`src/rtl/mem_arbiter_if.sv`:
```
// Bus bundle between the memory arbiter and its VGA master, CPU master and RAM.
// The slave modport is the arbiter's view; master is the surrounding system's view.
interface mem_arbiter_if;
  localparam int unsigned ADDR_W = 16;
  localparam int unsigned DATA_W = 8;

  logic [ADDR_W-1:0] i_vga_addr;
  logic              i_vga_cs;
  logic              i_vga_access;
  logic [DATA_W-1:0] o_vga_dat;
  logic [ADDR_W-1:0] i_cpu_addr;
  logic [DATA_W-1:0] i_cpu_dat;
  logic              i_cpu_cs;
  logic              i_cpu_we;
  logic [DATA_W-1:0] o_cpu_dat;
  logic              o_cpu_ack;
  logic [ADDR_W-1:0] o_ram_addr;
  logic [DATA_W-1:0] o_ram_dat;
  logic [DATA_W-1:0] i_ram_dat;
  logic              o_ram_cs;
  logic              o_ram_we;
  logic [7:0]        o_cpu_wait_max;
  logic              o_proto_err;

  modport slave (
    input  i_vga_addr, i_vga_cs, i_vga_access, i_cpu_addr, i_cpu_dat,
           i_cpu_cs, i_cpu_we, i_ram_dat,
    output o_vga_dat, o_cpu_dat, o_cpu_ack, o_ram_addr, o_ram_dat,
           o_ram_cs, o_ram_we, o_cpu_wait_max, o_proto_err
  );

  modport master (
    output i_vga_addr, i_vga_cs, i_vga_access, i_cpu_addr, i_cpu_dat,
           i_cpu_cs, i_cpu_we, i_ram_dat,
    input  o_vga_dat, o_cpu_dat, o_cpu_ack, o_ram_addr, o_ram_dat,
           o_ram_cs, o_ram_we, o_cpu_wait_max, o_proto_err
  );
endinterface

```
`src/rtl/mem_arbiter.sv`:
```
// Single-port RAM arbiter: VGA reads win unconditionally, CPU accesses take a
// grant/wait/ack sequence whenever the VGA master leaves the port idle.
module mem_arbiter #(
  parameter int unsigned WAIT_CNT_W = 8
) (
  input  logic         i_clk,
  input  logic         i_reset_n,
  mem_arbiter_if.slave bus
);
  typedef enum logic [1:0] {
    ST_IDLE = 2'd0,
    ST_WAIT = 2'd1,
    ST_ACK  = 2'd2
  } state_t;

  localparam logic [WAIT_CNT_W-1:0] CNT_MAX = '1;

  state_t                state_q, state_d;
  logic                  grant_c;
  logic                  ram_cs_c, ram_we_c;
  logic [15:0]           ram_addr_c;
  logic [7:0]            ram_dat_c;
  logic                  cpu_rd_q, ack_q, proto_err_q, vga_access_q;
  logic [7:0]            cpu_dat_q;
  logic [WAIT_CNT_W-1:0] wait_cnt_q, wait_cnt_d, wait_max_q, wait_max_d;

  always_ff @(posedge i_clk or negedge i_reset_n) begin
    if (!i_reset_n) state_q <= ST_IDLE;
    else            state_q <= state_d;
  end

  always_comb begin
    state_d = state_q;
    case (state_q)
      ST_IDLE: if (grant_c) state_d = ST_WAIT;
      ST_WAIT: state_d = ST_ACK;
      ST_ACK:  state_d = ST_IDLE;
      default: state_d = ST_IDLE;
    endcase
  end

  // RAM port steering: VGA first, then a CPU grant, otherwise quiet (all zero)
  always_comb begin
    grant_c    = 1'b0;
    ram_cs_c   = 1'b0;
    ram_we_c   = 1'b0;
    ram_addr_c = '0;
    ram_dat_c  = '0;
    if (bus.i_vga_cs) begin
      ram_cs_c   = 1'b1;
      ram_addr_c = bus.i_vga_addr;
    end else if (state_q == ST_IDLE && bus.i_cpu_cs && i_reset_n) begin
      grant_c    = 1'b1;
      ram_cs_c   = 1'b1;
      ram_we_c   = bus.i_cpu_we;
      ram_addr_c = bus.i_cpu_addr;
      ram_dat_c  = bus.i_cpu_dat;
    end
  end

  always_comb begin
    wait_cnt_d = wait_cnt_q;
    wait_max_d = wait_max_q;
    if (grant_c) begin
      wait_cnt_d = '0;
      if (wait_cnt_q > wait_max_q) wait_max_d = wait_cnt_q;
    end else if (state_q == ST_IDLE && bus.i_cpu_cs && wait_cnt_q != CNT_MAX) begin
      wait_cnt_d = wait_cnt_q + WAIT_CNT_W'(1);
    end
  end

  // Read data lands in WAIT: the RAM answers one cycle after the grant
  always_ff @(posedge i_clk or negedge i_reset_n) begin
    if (!i_reset_n) begin
      cpu_rd_q     <= 1'b0;
      ack_q        <= 1'b0;
      cpu_dat_q    <= '0;
      wait_cnt_q   <= '0;
      wait_max_q   <= '0;
      proto_err_q  <= 1'b0;
      vga_access_q <= 1'b1;
    end else begin
      ack_q        <= (state_q == ST_WAIT);
      wait_cnt_q   <= wait_cnt_d;
      wait_max_q   <= wait_max_d;
      vga_access_q <= bus.i_vga_access;
      if (grant_c) cpu_rd_q <= ~bus.i_cpu_we;
      if (state_q == ST_WAIT && cpu_rd_q) cpu_dat_q <= bus.i_ram_dat;
      if (bus.i_vga_cs && !vga_access_q) proto_err_q <= 1'b1;
    end
  end

  assign bus.o_vga_dat      = bus.i_ram_dat;
  assign bus.o_ram_cs       = ram_cs_c;
  assign bus.o_ram_we       = ram_we_c;
  assign bus.o_ram_addr     = ram_addr_c;
  assign bus.o_ram_dat      = ram_dat_c;
  assign bus.o_cpu_dat      = cpu_dat_q;
  assign bus.o_cpu_ack      = ack_q;
  assign bus.o_cpu_wait_max = 8'(wait_max_q);
  assign bus.o_proto_err    = proto_err_q;
endmodule

```
`src/flat_wrapper.sv`:
```
// flat-port wrapper written by rule: the top's interface ports become plain ports
module mem_arbiter_flat 
#(
  parameter int unsigned WAIT_CNT_W = 8
)
  (i_clk, i_reset_n, bus_i_vga_addr, bus_i_vga_cs, bus_i_vga_access, bus_i_cpu_addr, bus_i_cpu_dat, bus_i_cpu_cs, bus_i_cpu_we, bus_i_ram_dat, bus_o_vga_dat, bus_o_cpu_dat, bus_o_cpu_ack, bus_o_ram_addr, bus_o_ram_dat, bus_o_ram_cs, bus_o_ram_we, bus_o_cpu_wait_max, bus_o_proto_err);
  mem_arbiter_if bus_i ();
  input  logic i_clk;
  input  logic i_reset_n;
  input wire logic [$bits(bus_i.i_vga_addr)-1:0] bus_i_vga_addr;
  input wire logic [$bits(bus_i.i_vga_cs)-1:0] bus_i_vga_cs;
  input wire logic [$bits(bus_i.i_vga_access)-1:0] bus_i_vga_access;
  input wire logic [$bits(bus_i.i_cpu_addr)-1:0] bus_i_cpu_addr;
  input wire logic [$bits(bus_i.i_cpu_dat)-1:0] bus_i_cpu_dat;
  input wire logic [$bits(bus_i.i_cpu_cs)-1:0] bus_i_cpu_cs;
  input wire logic [$bits(bus_i.i_cpu_we)-1:0] bus_i_cpu_we;
  input wire logic [$bits(bus_i.i_ram_dat)-1:0] bus_i_ram_dat;
  output wire logic [$bits(bus_i.o_vga_dat)-1:0] bus_o_vga_dat;
  output wire logic [$bits(bus_i.o_cpu_dat)-1:0] bus_o_cpu_dat;
  output wire logic [$bits(bus_i.o_cpu_ack)-1:0] bus_o_cpu_ack;
  output wire logic [$bits(bus_i.o_ram_addr)-1:0] bus_o_ram_addr;
  output wire logic [$bits(bus_i.o_ram_dat)-1:0] bus_o_ram_dat;
  output wire logic [$bits(bus_i.o_ram_cs)-1:0] bus_o_ram_cs;
  output wire logic [$bits(bus_i.o_ram_we)-1:0] bus_o_ram_we;
  output wire logic [$bits(bus_i.o_cpu_wait_max)-1:0] bus_o_cpu_wait_max;
  output wire logic [$bits(bus_i.o_proto_err)-1:0] bus_o_proto_err;
  assign bus_i.i_vga_addr = bus_i_vga_addr;
  assign bus_i.i_vga_cs = bus_i_vga_cs;
  assign bus_i.i_vga_access = bus_i_vga_access;
  assign bus_i.i_cpu_addr = bus_i_cpu_addr;
  assign bus_i.i_cpu_dat = bus_i_cpu_dat;
  assign bus_i.i_cpu_cs = bus_i_cpu_cs;
  assign bus_i.i_cpu_we = bus_i_cpu_we;
  assign bus_i.i_ram_dat = bus_i_ram_dat;
  assign bus_o_vga_dat = bus_i.o_vga_dat;
  assign bus_o_cpu_dat = bus_i.o_cpu_dat;
  assign bus_o_cpu_ack = bus_i.o_cpu_ack;
  assign bus_o_ram_addr = bus_i.o_ram_addr;
  assign bus_o_ram_dat = bus_i.o_ram_dat;
  assign bus_o_ram_cs = bus_i.o_ram_cs;
  assign bus_o_ram_we = bus_i.o_ram_we;
  assign bus_o_cpu_wait_max = bus_i.o_cpu_wait_max;
  assign bus_o_proto_err = bus_i.o_proto_err;
  mem_arbiter #(.WAIT_CNT_W(WAIT_CNT_W)) u_core (.i_clk(i_clk), .i_reset_n(i_reset_n), .bus(bus_i));
endmodule
```
`config.mk`:
```
export PLATFORM = sky130hd
export DESIGN_NAME = mem_arbiter_flat
export DESIGN_NICKNAME = d
export VERILOG_FILES = /design/src/rtl/mem_arbiter_if.sv /design/src/rtl/mem_arbiter.sv /design/src/flat_wrapper.sv
export SDC_FILE = /design/constraint.sdc
export NUM_CORES = 1
export LEC_CHECK = 0
export CAP_MARGIN = 20
export CORE_MARGIN = 2
export CORE_UTILIZATION = 33
export CTS_BUF_LIST = sky130_fd_sc_hd__clkbuf_16
export CTS_CLUSTER_DIAMETER = 80
export CTS_CLUSTER_SIZE = 28
export DETAILED_ROUTE_END_ITERATION = 7
export PLACE_DENSITY = 0.78
export REMOVE_ABC_BUFFERS = 1
export SYNTH_ARGS = -nofsm -noshare
export SYNTH_HDL_FRONTEND = slang
export SYNTH_SLANG_ARGS = --single-unit
export TNS_END_PERCENT = 10
```
`constraint.sdc`:
```
create_clock -name i_clk -period 2.1 [get_ports i_clk]
set_input_delay 0.63 -clock i_clk [delete_from_list [all_inputs] [get_ports i_clk]]
set_output_delay 0.63 -clock i_clk [all_outputs]
set_load 0.05 [all_outputs]
```
Word level (Yosys, flattened, before mapping)
Cells that the tools add are included.
{"block": "op_classes", "addsub": 1, "n_mul": 0, "div": 0, "n_lt_le_gt_ge": 1, "n_eq_ne": 3, "shifts": 0, "n_mux": 13, "bitwise": 1, "n_reduce_logical": 9}
{"op": "2-to-1 mux 16 bit", "count": 2}
{"op": "2-to-1 mux 8 bit", "count": 4}
{"op": "adder 8 x 1 -> 8 bit, second input constant", "count": 1}
{"op": "> comparator 8 bit", "count": 1}
{"op": "!= test 8 bit, second input constant", "count": 1}
{"op": "logical AND 1 bit", "count": 5}
{"op": "2-to-1 mux 1 bit", "count": 5}
{"op": "case mux 2 bit (2 select lines)", "count": 1}
{"op": "equality test 2 x 1 -> 1 bit, second input constant", "count": 1}
{"op": "zero test 2 bit", "count": 1}
{"op": "2-to-1 mux 2 bit", "count": 1}
{"op": "!= test 2 x 1 -> 1 bit, second input constant", "count": 1}
{"op": "AND reduction 2 bit", "count": 1}
{"op": "nonzero test 2 bit", "count": 1}
{"op": "zero test 1 bit", "count": 1}
{"op": "NOT 1 bit", "count": 1}
{"block": "word_totals", "ff_bits": 30, "latchBits": 0, "ramBits": 0, "mem_bits_ro": 0, "inputBits": 54, "output_inout_bits": 52, "wordCells": 36, "mem_count": 0}

Depth between registers and ports, before layout
Gate-level depths: netlist of run 1.
{"block": "logic_depth", "word_depth": 7, "mapped_depth": 7, "mapped_depth_nobuf": 7}

Worst setup path before layout of run 1
Ideal clock, no wire load.
{"block": "synth_timing", "kind": "input to output", "startpoint": "in bus_i_vga_cs", "endpoint": "out bus_o_ram_addr[10]", "arrival_time_ns": 1.791, "required_ns": 1.470, "slack_ns": -0.321, "path_stages": 3, "n_path_buf": 2, "cell_sequence": "clkbuf_1 -> clkbuf_1 -> a22o_1"}
{"block": "synth_via", "elab_chain_cells": 1}
{"item": "start, declared", "line": "flat_wrapper.sv:11", "rtl": "input wire logic [$bits(bus_i.i_vga_cs)-1:0] bus_i_vga_cs;"}
{"item": "2-to-1 mux 16 bit", "line": "mem_arbiter.sv:49", "rtl": "if (bus.i_vga_cs) begin"}
{"item": "end, declared", "line": "flat_wrapper.sv:21", "rtl": "output wire logic [$bits(bus_i.o_ram_addr)-1:0] bus_o_ram_addr;"}
Every way passes these cells.

Worst setup path in the final report of run 1
{"block": "layout_timing", "startpoint": "reg u_core.state_q[1]", "endpoint": "out bus_o_ram_addr[11]"}
{"block": "layout_via", "elab_chain_cells": 5}
{"item": "start, declared", "line": "mem_arbiter.sv:18", "rtl": "state_t state_q, state_d;"}
{"item": "start signal, assigned", "line": "mem_arbiter.sv:29", "rtl": "else state_q <= state_d;"}
{"item": "zero test 2 bit", "line": "mem_arbiter.sv:52", "rtl": "end else if (state_q == ST_IDLE && bus.i_cpu_cs && i_reset_n) begin"}
{"item": "logical AND 1 bit (2 in series)", "line": "mem_arbiter.sv:52"}
{"item": "2-to-1 mux 16 bit", "line": "mem_arbiter.sv:52"}
{"item": "2-to-1 mux 16 bit", "line": "mem_arbiter.sv:49"}
Every way passes these cells.

==> results of run 1 <==
-- metrics by stage --
step / setup slack [ns] / setup TNS [ns]
3_5_place_dp: -0.5950 / -17.52
3_3_place_gp: -0.5234 / -15.68
2_1_floorplan: -0.2782 / -7.590
5_1_grt: -0.4666 / -10.40
6_report: -0.3909 / -8.391
4_1_cts: -0.3345 / -7.798
-- per-layer routing --
| metal | track usage [%] | wire (um) | vias to the layer above |
|---|---|---|---|
| li1 | - | - | 797 |
| met1 | 26.01 | 2275 | 805 |
| met2 | 34.39 | 3236 | 42 |
| met3 | 5.159 | 223 | 10 |
| met4 | 7.602 | 94 | 0 |
| met5 | 0 | 0 | - |
-- Yosys cell counts, types with 2 or more instances --
cell type / instances / share of area, %
and2_1: 9 / 3.3
nor3_1: 4 / 1.2
nor2_1: 7 / 1.5
buf_4: 8 / 3.5
a21o_1: 2 / 0.88
mux2i_1: 2 / 1.2
a21oi_1: 6 / 1.8
a22o_1: 16 / 8.2
nand3_1: 6 / 1.8
mux2_2: 16 / 11
dfrtp_1: 29 / 43
or3_1: 2 / 0.74
nor2b_1: 2 / 0.74
buf_2: 3 / 0.88
nand2_1: 4 / 0.88
xnor2_1: 5 / 2.6
o21ai_0: 2 / 0.59
ha_1: 9 / 6.6
inv_1: 13 / 2.9
clkbuf_1: 2 / 0.44
-- final cells by class --
| class | instances | share of cell area [%] |
|---|---|---|
| clock inverters | 3 | 0.3447 |
| repair buffers | 131 | 45.47 |
| inverters | 13 | 1.344 |
| clock buffers | 5 | 3.447 |
| well taps | 70 | 2.413 |
| flip-flops and latches | 30 | 20.75 |
| multi-input cells | 101 | 26.23 |
-- cell usage in the layout, fill, tap and decap left out, drive strengths merged --
cell type | netlist | final
mux2i | 2 | 2
nor3 | 4 | 4
buf | 11 | 80
and2 | 9 | 9
a21oi | 6 | 6
clkinv | 0 | 2
dfrtp | 29 | 29
dlygate4sd2 | 0 | 1
nand2b | 1 | 1
or3 | 2 | 2
clkbuf | 2 | 5
nand2 | 5 | 5
a21o | 2 | 2
nor2 | 8 | 8
o21ai | 4 | 4
o211ai | 1 | 1
nor2b | 2 | 2
clkdlybuf4s50 | 0 | 50
o21bai | 1 | 1
inv | 13 | 14
xnor2 | 5 | 5
dfstp | 1 | 1
ha | 9 | 9
nand4 | 1 | 1
a22o | 16 | 16
nand3 | 6 | 6
nor3b | 1 | 1
mux2 | 16 | 16
-- kinds of logic (layout without fill, tap and decap cells) --
kind of cell	count (synthesis)	after routing	share of synthesized area (%)
muxes	18	18	11.76
DFF	30	30	44.19
AOI/OAI and AO/OA	30	30	13.97
xor gates and xnor gates	5	5	2.573
buffers and inverters	26	152	7.721
adders and majority gates	9	9	6.618
and+or+nand+nor	39	39	13.16
-- registers in the layout, indices dropped and copies added (netlist names) --
name                       cells
u_core.bus.o_cpu_ack           1
u_core.cpu_rd_q                1
u_core.bus.o_proto_err         1
u_core.vga_access_q            1
u_core.bus.o_cpu_wait_max      8
u_core.bus.o_cpu_dat           8
u_core.wait_cnt_q              8
u_core.state_q                 2
-- where the power goes --
| part | total, mW | switching, mW | internal (mW) |
|---|---|---|---|
| clock network | 0.670 | 0.243 | 0.427 |
| registers | 0.795 | 0.0896 | 0.706 |
| logic | 1.44 | 0.809 | 0.627 |
-- worst paths after layout --
check	cells after the start	endpoint	startpoint
worst min-delay path	2	u_core.bus.o_cpu_wait_max[2]	i_reset_n
min in group i_clk	1	u_core.state_q[1]	u_core.state_q[1]
max in group asynchronous	2	u_core.vga_access_q	i_reset_n
worst max-delay path	8	bus_o_ram_addr[11]	u_core.state_q[1]
worst min register to register	1	u_core.state_q[1]	u_core.state_q[1]
worst max register to register	9	u_core.bus.o_cpu_wait_max[3]	u_core.state_q[1]
-- timing repair --
action	CTS	global route
gates cloned	3	0
buffers inserted	8	1
endpoints found under the setup margin	34	34
pin swaps	13	7
resized for setup	29	12
==> results by group, run 1 <==
STA
  • Final setup viols: 26
  • Pins Over Slew Limit: 0
  • Min Tclk post-route: ~2.5 ns
  • Worst Clk Skew: roughly 0.0072 ns
  • Rel. slew slack: roughly three quarters
  • Hold WS: between 0.4 and 0.5 ns
  • Setup ws final: -0.3909 ns
  • Unrepaired setup endpoints after global routing: yes
  • Period utilization: 118.6%
  • Hold Fails Final Rpt: 0
  • Measured slew at the worst slew-check pin: between 0.3 and 0.4 ns
  • Fmax achieved: between 400 and 500 MHz

Route
  • Routed wire length: about 5.8 mm
  • DR iter-0 viols: 97
  • Vias: 1654
  • Wirelength per Cell: 16.51 um
  • Routed Antenna Nets: 0
  • First-pass DRT Iterations: 4
  • Via-to-Cell Ratio: ~4.7
  • Remaining DRCs: 0

Floorplanning
  • Chip width: between 70 and 80 um
  • Row count: 26
  • Initial Util: 33.75%
  • Die H: ~76 um
  • Ports: about 110
  • Die area: around 5700 um^2
  • Core area: just over 5000 um^2

Finish
  • Multi-input gate area: around 950 um^2
  • Design area: ~3600 um^2
  • Share of cells above drive strength 1: 45.94%
  • Diode count: 0
  • Final-stage net count: 345
  • Fillcell total: a little over 300
  • Area delta synth->final: 113.3%
  • Post-layout instance count excluding filler cells: 353
  • Register area: roughly 750 um^2
  • Post-layout util: 71.99%

Setup path
  • WP data arrival: between 1.5 and 2 ns
  • Worst path cell trace: nor3b_4 -> nand2_4 -> nor2_8 -> buf_6 -> buf_12 -> buf_16 -> a22o_1 -> buf_12
  • R2R setup slack: 0.13 ns
  • Crit Path Class: register to primary output
  • CP bufs+invs: 4
  • Crit path capture type: primary output
  • Crit path max-delay family: simple AND/OR/NAND/NOR gates
  • Crit path largest cell delay: approximately 0.44 ns
  • Data required, critical path: ~1.5 ns
  • Slowest cell on crit path: dfrtp_2
  • CP Max Fanout: 6
  • CP dominant cell by count: buf_12
  • Startpoint types: register

Global routing
  • Overflow after GRT: 0
  • Total Routing Usage GR: 20.70%
  • Largest net degree at the start of global routing: 31
  • First-pass GRT wire length: between 8 and 9 mm
  • Number of global-route vias before repair: about 1800
  • Antenna violations before repair: 0

Place
  • Hpwl dp: 3.843 mm
  • Placed cell count: 333
  • RD Place Congestion: between 0.7 and 0.8
  • Buffers on Ports: ~110
  • Cell Area, Placed: ~3200 um^2

Status
  • Outcome: finished with violations
  • Failing checks: negative setup slack

Power
  • Tot Pwr: 2.901 mW
  • Leakage Power: 1.667 nW
  • Worst IR Drop VDD: 639.3 uV
  • PD cells: approximately 800 nW/um^2

CTS
  • TritonCTS clock tree: done
  • # hold bufs at CTS: 0
  • Skew-Pair Late Insertion Delay: between 0.2 and 0.3 ns
  • Num CTS Buffers: 5
  • CTS HTree Levels: 2
  • Number of clock sinks: 30
  • Clk buf depth: 2
  • Clock Pin Slew Worst Setup and Hold Paths: 0.05 ns
  • CTS Root Cell: clkbuf_16

Synthesis
  • Avg Cell Area, Syn: roughly 11 um^2
  • Yosys cell types: 30
  • Number of synthesized register bits: 30
  • Post-Syn Area: roughly 1700 um^2
  • Register area share after synthesis: 44.19%
  • Synth warnings: 0
  • Synth Flop Type: dfrtp_1
  • Post-Synthesis Cells: 157
  • Post-synth EDFFs: 0
  • Post-synthesis async set-or-reset flop share: 100.0%

Hold path
  • Worst Hold Class: input pin to asynchronous set/reset pin

Run
  • Max Cap Violations: 0
Note: power is estimated with default switching activity, not from simulation.
==> inputs of run 2 (changes only) <==
--- a/config.mk
+++ b/config.mk
@@ -13,7 +13,6 @@
 export CTS_CLUSTER_SIZE = 28
 export DETAILED_ROUTE_END_ITERATION = 7
 export PLACE_DENSITY = 0.78
-export REMOVE_ABC_BUFFERS = 1
 export SYNTH_ARGS = -nofsm -noshare
 export SYNTH_HDL_FRONTEND = slang
 export SYNTH_SLANG_ARGS = --single-unit
==> results by group, run 2 (synthesis results as in run 1) <==
Route
  • Routed wire length: 5.300 mm (-9.1%)
  • Remaining DRCs: 0 (unchanged)
  • Wirelength per Cell: 15.23 um (-7.8%)
  • DR iter-0 viols: 37 (-62%)
  • Via-to-Cell Ratio: 4.784 (+2.1%)
  • First-pass DRT Iterations: 4 (unchanged)
  • Vias: 1665 (+0.67%)
  • Routed Antenna Nets: 0 (unchanged)

Status
  • Failing checks: negative setup slack
  • Outcome: finished with violations

CTS
  • Skew-Pair Late Insertion Delay: 0.27 ns (about the same)
  • TritonCTS clock tree: done
  • CTS HTree Levels: 2 (unchanged)
  • CTS Root Cell: clkbuf_16
  • Clk buf depth: 2 (unchanged)
  • Clock Pin Slew Worst Setup and Hold Paths: 0.05 ns (about the same)
  • Num CTS Buffers: 5 (unchanged)
  • Number of clock sinks: 30 (unchanged)
  • # hold bufs at CTS: 0 (unchanged)

Finish
  • Diode count: 0 (unchanged)
  • Most frequent cells in the layout: clkdlybuf4s50_1 (50), buf_12 (37), buf_4 (35), dfrtp_1 (29), mux2_2 (16)
  • Final-stage net count: 341 (-1.2%)
  • Commonest non-fill, non-tap cell in the layout: clkdlybuf4s50_1
  • Area delta synth->final: 108.4%
  • Share of cells above drive strength 1: 45.68% (-0.25 points)
  • Post-layout util: 70.32% (-1.7 points)
  • Post-layout instance count excluding filler cells: 348 (-1.4%)

STA
  • Period utilization: 109.3% (-9.4 points)
  • Rel. slew slack: 74.15% (-0.80 points)
  • Final sum of negative setup slack: -4.271 ns (+4.120 ns)
  • Setup ws final: -0.1943 ns (+0.1965 ns)
  • Fmax achieved: 435.9 MHz (+8.6%)
  • Hold Fails Final Rpt: 0 (unchanged)
  • Min Tclk post-route: 2.294 ns (-0.1965 ns)
  • Final setup viols: 25 (-3.8%)
  • Unrepaired setup endpoints after global routing: yes
  • Pins Over Slew Limit: 0 (unchanged)
  • Measured slew at the worst slew-check pin: 0.3877 ns (+0.01195 ns)
  • Worst Clk Skew: 0.002022 ns (-0.005207 ns)

Setup path
  • R2R setup slack: 0.13 ns (about the same)
  • Slowest cell on crit path: dfrtp_1
  • Crit Path Class: register to primary output
  • CP dominant cell by count: buf_12
  • Worst path cell trace: nor3b_4 -> nand2_2 -> nor2_8 -> buf_12 -> a22o_1 -> buf_12
  • Data required, critical path: 1.47 ns (about the same)
  • Startpoint types: register
  • CP bufs+invs: 2 (-2)
  • CP Max Fanout: 6 (unchanged)
  • WP data arrival: 1.66 ns (-0.20 ns)
  • Crit path capture type: primary output
  • Crit path largest cell delay: 0.40 ns (-0.04 ns)
  • Crit path max-delay family: simple AND/OR/NAND/NOR gates

Power
  • PD cells: 816.5 nW/um^2 (+2.2%)
  • Tot Pwr: 2.895 mW (-0.20%)
  • Worst IR Drop VDD: 929.8 uV (+45%)
  • Leakage Power: 1.636 nW (-1.9%)

Global routing
  • Antenna violations before repair: 0 (unchanged)
  • Overflow after GRT: 0 (unchanged)
  • First-pass GRT wire length: 7.700 mm (-11%)
  • Largest net degree at the start of global routing: 31 (unchanged)
  • Number of global-route vias before repair: 1634 (-7.1%)
  • Total Routing Usage GR: 18.25% (-2.5 points)

Hold path
  • Worst Hold Class: register to register

Floorplanning
  • Die area: 5747 um^2 (unchanged)
  • Ports: 106 (unchanged)
  • Core area: 5042 um^2 (unchanged)
  • Chip width: 75.81 um (unchanged)
  • Initial Util: 33.75% (unchanged)
  • Row count: 26 (unchanged)
  • Die H: 75.81 um (unchanged)

Place
  • Worst slack at placement: -0.6003 ns (-0.005289 ns)
  • Placed cell count: 337 (+1.2%)
  • Buffers on Ports: 105 (unchanged)
  • Hpwl dp: 4.347 mm (+13%)
  • RD Place Congestion: 0.7876 (+6.1%)

Run
  • Max Cap Violations: 0 (unchanged)

Synthesis
  • Net Count, Synth: 220
## run 2: timing repair
item / CTS / global route
setup endpoints to repair: 34 / 34
resized for setup: 10 / 3
setup buffers: 4 / 0
pin swaps: 9 / 4
endpoints found under the hold margin: 0 / 0
## run 2: worst paths after layout
check,start,cells after the start,end
worst max-delay path,u_core.state_q[0],6,bus_o_ram_addr[1]
worst min-delay path,u_core.bus.o_proto_err,1,u_core.bus.o_proto_err
worst max register to register,u_core.bus.o_cpu_wait_max[6],7,u_core.bus.o_cpu_wait_max[0]
worst min register to register,u_core.bus.o_proto_err,1,u_core.bus.o_proto_err
max in group asynchronous,i_reset_n,2,u_core.vga_access_q
min in group asynchronous,i_reset_n,2,u_core.bus.o_cpu_dat[7]
## run 2: cell type report
class,instances,area [um^2]
Clock buffer,5,125.1
Tap cell,70,87.58
Inverter,13,48.80
Timing Repair Buffer,127,1556
Fill cell,369,1496
Clock inverter,2,7.507
Multi-Input combinational cell,101,968.4
Sequential cell,30,752.0
## run 2: through the flow
| step | instance area (um^2) | hold slack, ns |
|---|---|---|
| floorplan | 1843 | 0.3344 |
| global placement | 3352 | 0.4414 |
| detailed placement | 3352 | 0.4640 |
| CTS | 3531 | 0.4715 |
| global route | 3546 | 0.4941 |
| finish | 3546 | 0.4628 |
## run 2: per-layer routing
layer  global-route usage [%]  share of wire [%]  up-vias
li1                         -                  -      788
met1                    19.15                 34      796
met2                    34.96                 55       77
met3                    6.746                 11        4
met4                    2.924               0.57        0
met5                        0                  0        -
## run 2: power breakdown
part	switching (mW)	internal, mW
registers	0.0796	0.706
clock network	0.216	0.421
logic	0.833	0.640
